[config.mk]
export PLATFORM = sky130hd
export DESIGN_NAME = nibble_accumulator
export DESIGN_NICKNAME = d
export VERILOG_FILES = /design/src/rtl/nibble_accumulator_pkg.sv /design/src/rtl/nibble_accumulator_four_bit_adder.sv /design/src/rtl/nibble_accumulator.sv
export SDC_FILE = /design/constraint.sdc
export NUM_CORES = 1
export LEC_CHECK = 0
export CORE_MARGIN = 10
export CORE_UTILIZATION = 40
export DETAILED_ROUTE_END_ITERATION = 10
export PLACE_DENSITY = 0.67
export REMOVE_ABC_BUFFERS = 1
export SLEW_MARGIN = 20
export SYNTH_ARGS = -nofsm -noshare
export SYNTH_HDL_FRONTEND = slang
export SYNTH_SLANG_ARGS = --single-unit
[constraint.sdc]
create_clock -name clk -period 8.3 [get_ports clk]
set_clock_uncertainty 0.15 [all_clocks]
set_input_delay 0.83 -clock clk [delete_from_list [all_inputs] [get_ports clk]]
set_output_delay 0.83 -clock clk [all_outputs]
set_load 0.01 [all_outputs]
[src/rtl/nibble_accumulator_pkg.sv]
// Shared constants for the nibble accumulator: state encoding, datapath widths and the
// saturation value used when NIBBLE_ACC_SATURATE_EN is defined.
package nibble_accumulator_pkg;

  localparam int unsigned NIBBLE_W = 4;
  localparam int unsigned ACC_W    = 8;
  localparam int unsigned CNT_W    = 8;

  localparam logic [ACC_W-1:0] SAT_VAL = 8'hFF;

  typedef enum logic [1:0] {
    IDLE = 2'd0,
    LOW  = 2'd1,
    HIGH = 2'd2
  } state_t;

endpackage

[src/rtl/nibble_accumulator_four_bit_adder.sv]
// 4-bit ripple-carry adder shared by both passes of the nibble accumulator.
module Four_Bit_Adder
  import nibble_accumulator_pkg::*;
(
  input  logic [NIBBLE_W-1:0] a,
  input  logic [NIBBLE_W-1:0] b,
  input  logic                cin,
  output logic [NIBBLE_W-1:0] out,
  output logic                cout
);

  logic [NIBBLE_W:0] carry;

  assign carry[0] = cin;

  for (genvar i = 0; i < NIBBLE_W; i++) begin : g_fa
    assign out[i]     = a[i] ^ b[i] ^ carry[i];
    assign carry[i+1] = (a[i] & b[i]) | (carry[i] & (a[i] ^ b[i]));
  end

  assign cout = carry[NIBBLE_W];

endmodule

[src/rtl/nibble_accumulator.sv]
// Two-pass 8-bit accumulator built around a single 4-bit adder: low nibble, then high nibble
// with carry. Define NIBBLE_ACC_SATURATE_EN to clamp acc at 8'hFF on overflow instead of wrapping.
module nibble_accumulator
  import nibble_accumulator_pkg::*;
(
  input  logic                clk,
  input  logic                rst,
  input  logic                in_valid,
  input  logic [NIBBLE_W-1:0] in_data,
  output logic                in_ready,
  input  logic                clear,
  output logic [ACC_W-1:0]    acc,
  output logic                done,
  output logic [CNT_W-1:0]    count,
  output logic                overflow
);

  state_t              state;
  logic [NIBBLE_W-1:0] op_reg;
  logic                carry_reg;

  logic [NIBBLE_W-1:0] add_a;
  logic [NIBBLE_W-1:0] add_b;
  logic                add_cin;
  logic [NIBBLE_W-1:0] add_out;
  logic                add_cout;

  // Adder sees zeros while idle so its inputs stay quiet between operands.
  always_comb begin
    add_a   = '0;
    add_b   = '0;
    add_cin = 1'b0;
    unique case (state)
      LOW: begin
        add_a = acc[NIBBLE_W-1:0];
        add_b = op_reg;
      end
      HIGH: begin
        add_a   = acc[ACC_W-1:NIBBLE_W];
        add_cin = carry_reg;
      end
      default: ;
    endcase
  end

  assign in_ready = (state == IDLE) && !clear;

  Four_Bit_Adder u_adder (
    .a    (add_a),
    .b    (add_b),
    .cin  (add_cin),
    .out  (add_out),
    .cout (add_cout)
  );

  always_ff @(posedge clk) begin
    if (rst) begin
      state     <= IDLE;
      acc       <= '0;
      count     <= '0;
      overflow  <= 1'b0;
      done      <= 1'b0;
      carry_reg <= 1'b0;
      op_reg    <= '0;
    end else if (clear) begin
      // In-flight operand is dropped; op_reg is left as-is since it is reloaded on accept.
      state     <= IDLE;
      acc       <= '0;
      count     <= '0;
      overflow  <= 1'b0;
      done      <= 1'b0;
      carry_reg <= 1'b0;
    end else begin
      done <= 1'b0;
      unique case (state)
        IDLE: begin
          if (in_valid && in_ready) begin
            op_reg <= in_data;
            state  <= LOW;
          end
        end
        LOW: begin
          acc[NIBBLE_W-1:0] <= add_out;
          carry_reg         <= add_cout;
          state             <= HIGH;
        end
        HIGH: begin
          acc[ACC_W-1:NIBBLE_W] <= add_out;
          overflow              <= overflow | add_cout;
`ifdef NIBBLE_ACC_SATURATE_EN
          if (add_cout) begin
            acc <= SAT_VAL;
          end
`endif
          count <= count + 8'd1;
          done  <= 1'b1;
          state <= IDLE;
        end
        default: state <= IDLE;
      endcase
    end
  end

endmodule

==> reports/qor.yml <==
cts_max_path_buffers: 2
regArea_um2: 500
start_util: 0.423
ys_types: 26
max_freq_ghz: 0.296
wl_per_cell_um: 14.0
drt_wl_total_um: 2470
cap_violations: 0
chipHeight_um: 74.2
hold_viol_final: 0
cts_buffers: 3
p_int_uw: 149
multi_input_area_um2: 628
worstSkewPairLatency_ns: 0.33
ctsHtreeMaxLevel: 1
max_stage_delay_ns: 0.47
cts_root_buffer: "clkbuf_4"
hp-class: "flip-flop to flip-flop"
syn_avg_cell_area_um2: 9.64
dieArea_mm2: 0.00551
die_w_um: 74.2
row_count: 19
synth_ff_type: "dfxtp_1"
clock-sinks: 25
place_hpwl_um: 1880
netlist_top_cells_area: "dfxtp_1, mux2i_1, nor2_1, fa_1, ha_1"
post-route-period-util: 0.407
grt_max_degree: 21
p_leak_nw: 0.537
cp-end-kind: "flip-flop"
clock_power_share: 0.284
critical_path.top_delay_family: "adder cells"
holdBufCountCts: 0
ys_warn_count: 0
viasPerCell: 5.11
critPathBufInv: 2
ioPinCount: 27
cp.arrival_ns: 3.47
slowest_stage: "ha_1"
netlist.top_cell.by_area: "dfxtp_1"
rsz0062_at_grt: "no"
drcViolationCount: 0
clkTransAtPathRegs_ns: 0.14
post-cts-setup-buffers: 0
timing.critical_path.mode_cell: "fa_1"
grt_pass1_wl_um: 4340
postSynth.asyncResetShare: 0
vias: 905
maxSlewViolCount: 0
grt_overflow: 0
drive_gt1_frac: 0.0342
switching_share: 0.244
nets: 165
fillers: 263
cts_resized: 0
period_needed_ns: 3.38
vdd_ir_drop_max_mv: 0.0943
design_area_mm2: 0.00147
fin_setup_tns_ns: 0
grtUsageTotal: 0.0965
path_max_fanout: 19
worstPathRequired_ns: 8.39
tightestPinTransition_ns: 0.766
p_per_area_mw_per_mm2: 134
ys_ff_latch: 25
gp_congestion: 0.753
power_switching_uw: 48.1
fp.coreArea_mm2: 0.00278
path_cells: "inv_1 > ha_1 > a22oi_1 > nor2b_1 > fa_1 > fa_1 > inv_1 > fa_1 > fa_1 > a211oi_1"
cts_tree: "done"
synth_top_cell_area_share: 0.426
port_buffers: 26
status: "complete, no violations"
antenna_found_initial: 0
maxSlewHeadroom: 0.489
postPlaceCellArea_mm2: 0.00144
first_pass_iters: 4
netlist_instances: 122
ant_nets: 0
area_delta_synth_final_pct: 25.0
finalSetupViolCount: 0
finalPower_uw: 197
antenna_cells: 0
setup.worst_path.class: "flip-flop to flip-flop"
netlist_area_mm2: 0.00118
seq_area_frac_synth: 0.426
p_seq_frac: 0.625
grt_pass1_vias: 980
cp-start-kind: "flip-flop"
combPwrFrac: 0.092
synth_edf_count: 0
drtIter0Drc: 49
-- metrics by stage --
step                std cells  hold slack, ns   util  setup WS [ns]
floorplan                 116           0.305      -           5.28
global placement          173           0.319  0.519           5.14
detailed placement        173           0.307  0.519           4.91
CTS                       177           0.353  0.529           4.91
global route              177           0.395  0.529           4.72
finish                    177           0.351  0.529           4.92
-- worst paths after layout --
check | cells after the start | endpoint | slack, ns | from
setup / recovery | 10 | acc[7]$_SDFFE_PP0N_ | 4.92 | state[0]$_SDFFE_PP0P_
hold / removal | 2 | carry_reg$_SDFFE_PP0N_ | 0.35 | carry_reg$_SDFFE_PP0N_
setup reg to reg | 10 | acc[7]$_SDFFE_PP0N_ | 4.92 | state[0]$_SDFFE_PP0P_
hold reg to reg | 2 | carry_reg$_SDFFE_PP0N_ | 0.35 | carry_reg$_SDFFE_PP0N_
-- Yosys cell counts (all sizes together), types with 4 or more instances --
cell,instances
a211oi,5
mux2i,11
nand2,6
nor2,22
a21oi,4
fa,4
and2,4
inv,4
ha,6
dfxtp,25
-- cell usage in the layout (no fill, tap or decap), types with 4 or more instances in the layout --
cell             count
mux2i_1             11
a211oi_1             5
fa_1                 4
nor2_1              22
a21oi_1              4
nand2_1              6
inv_1                4
clkdlybuf4s50_1     26
and2_1               4
ha_1                 6
dfxtp_1             25
-- worst min-delay path, cell delays in order (launching register included) --
cell and delay (ns):
dfxtp_1 0.33, nor2_1 0.10, a211oi_1 0.04
-- area by class of cell --
class | count | share of cell area
Clock buffer | 3 | 0.0153
Clock inverter | 1 | 0.00340
Inverter | 4 | 0.0102
Multi-Input combinational cell | 87 | 0.427
Sequential cell | 25 | 0.340
Tap cell | 31 | 0.0264
Timing Repair Buffer | 26 | 0.177
-- per-layer routing --
metal	global-route usage	up-vias	routed length, µm
li1	-	457	-
met1	0.116	410	1160
met2	0.148	32	1030
met5	0	-	0
met3	0.0372	6	240
met4	0.0467	0	46
-- power groups by stage --
stage | clock network (mW) | logic, mW | registers (mW)
final | 0.0560 | 0.0181 | 0.123
after global routing | 0.0623 | 0.0202 | 0.124
after CTS | 0.0577 | 0.0184 | 0.123
after detailed placement | 0 | 0.0182 | 0.126
after global placement | 0 | 0.0179 | 0.126
after floorplan | 0 | 0.0103 | 0.126
-- cells by family (layout without fill, tap and decap cells) --
| group | after synthesis | in the layout | share of synthesized area |
|---|---|---|---|
| mux | 11 | 11 | 0.0936 |
| flops | 25 | 25 | 0.426 |
| compound gates | 16 | 16 | 0.0894 |
| buf+inv | 10 | 34 | 0.0404 |
| fa+ha+maj | 10 | 10 | 0.132 |
| xor+xnor | 4 | 4 | 0.0298 |
| simple gates | 46 | 46 | 0.189 |
Note: power is estimated with default switching activity, not from simulation.
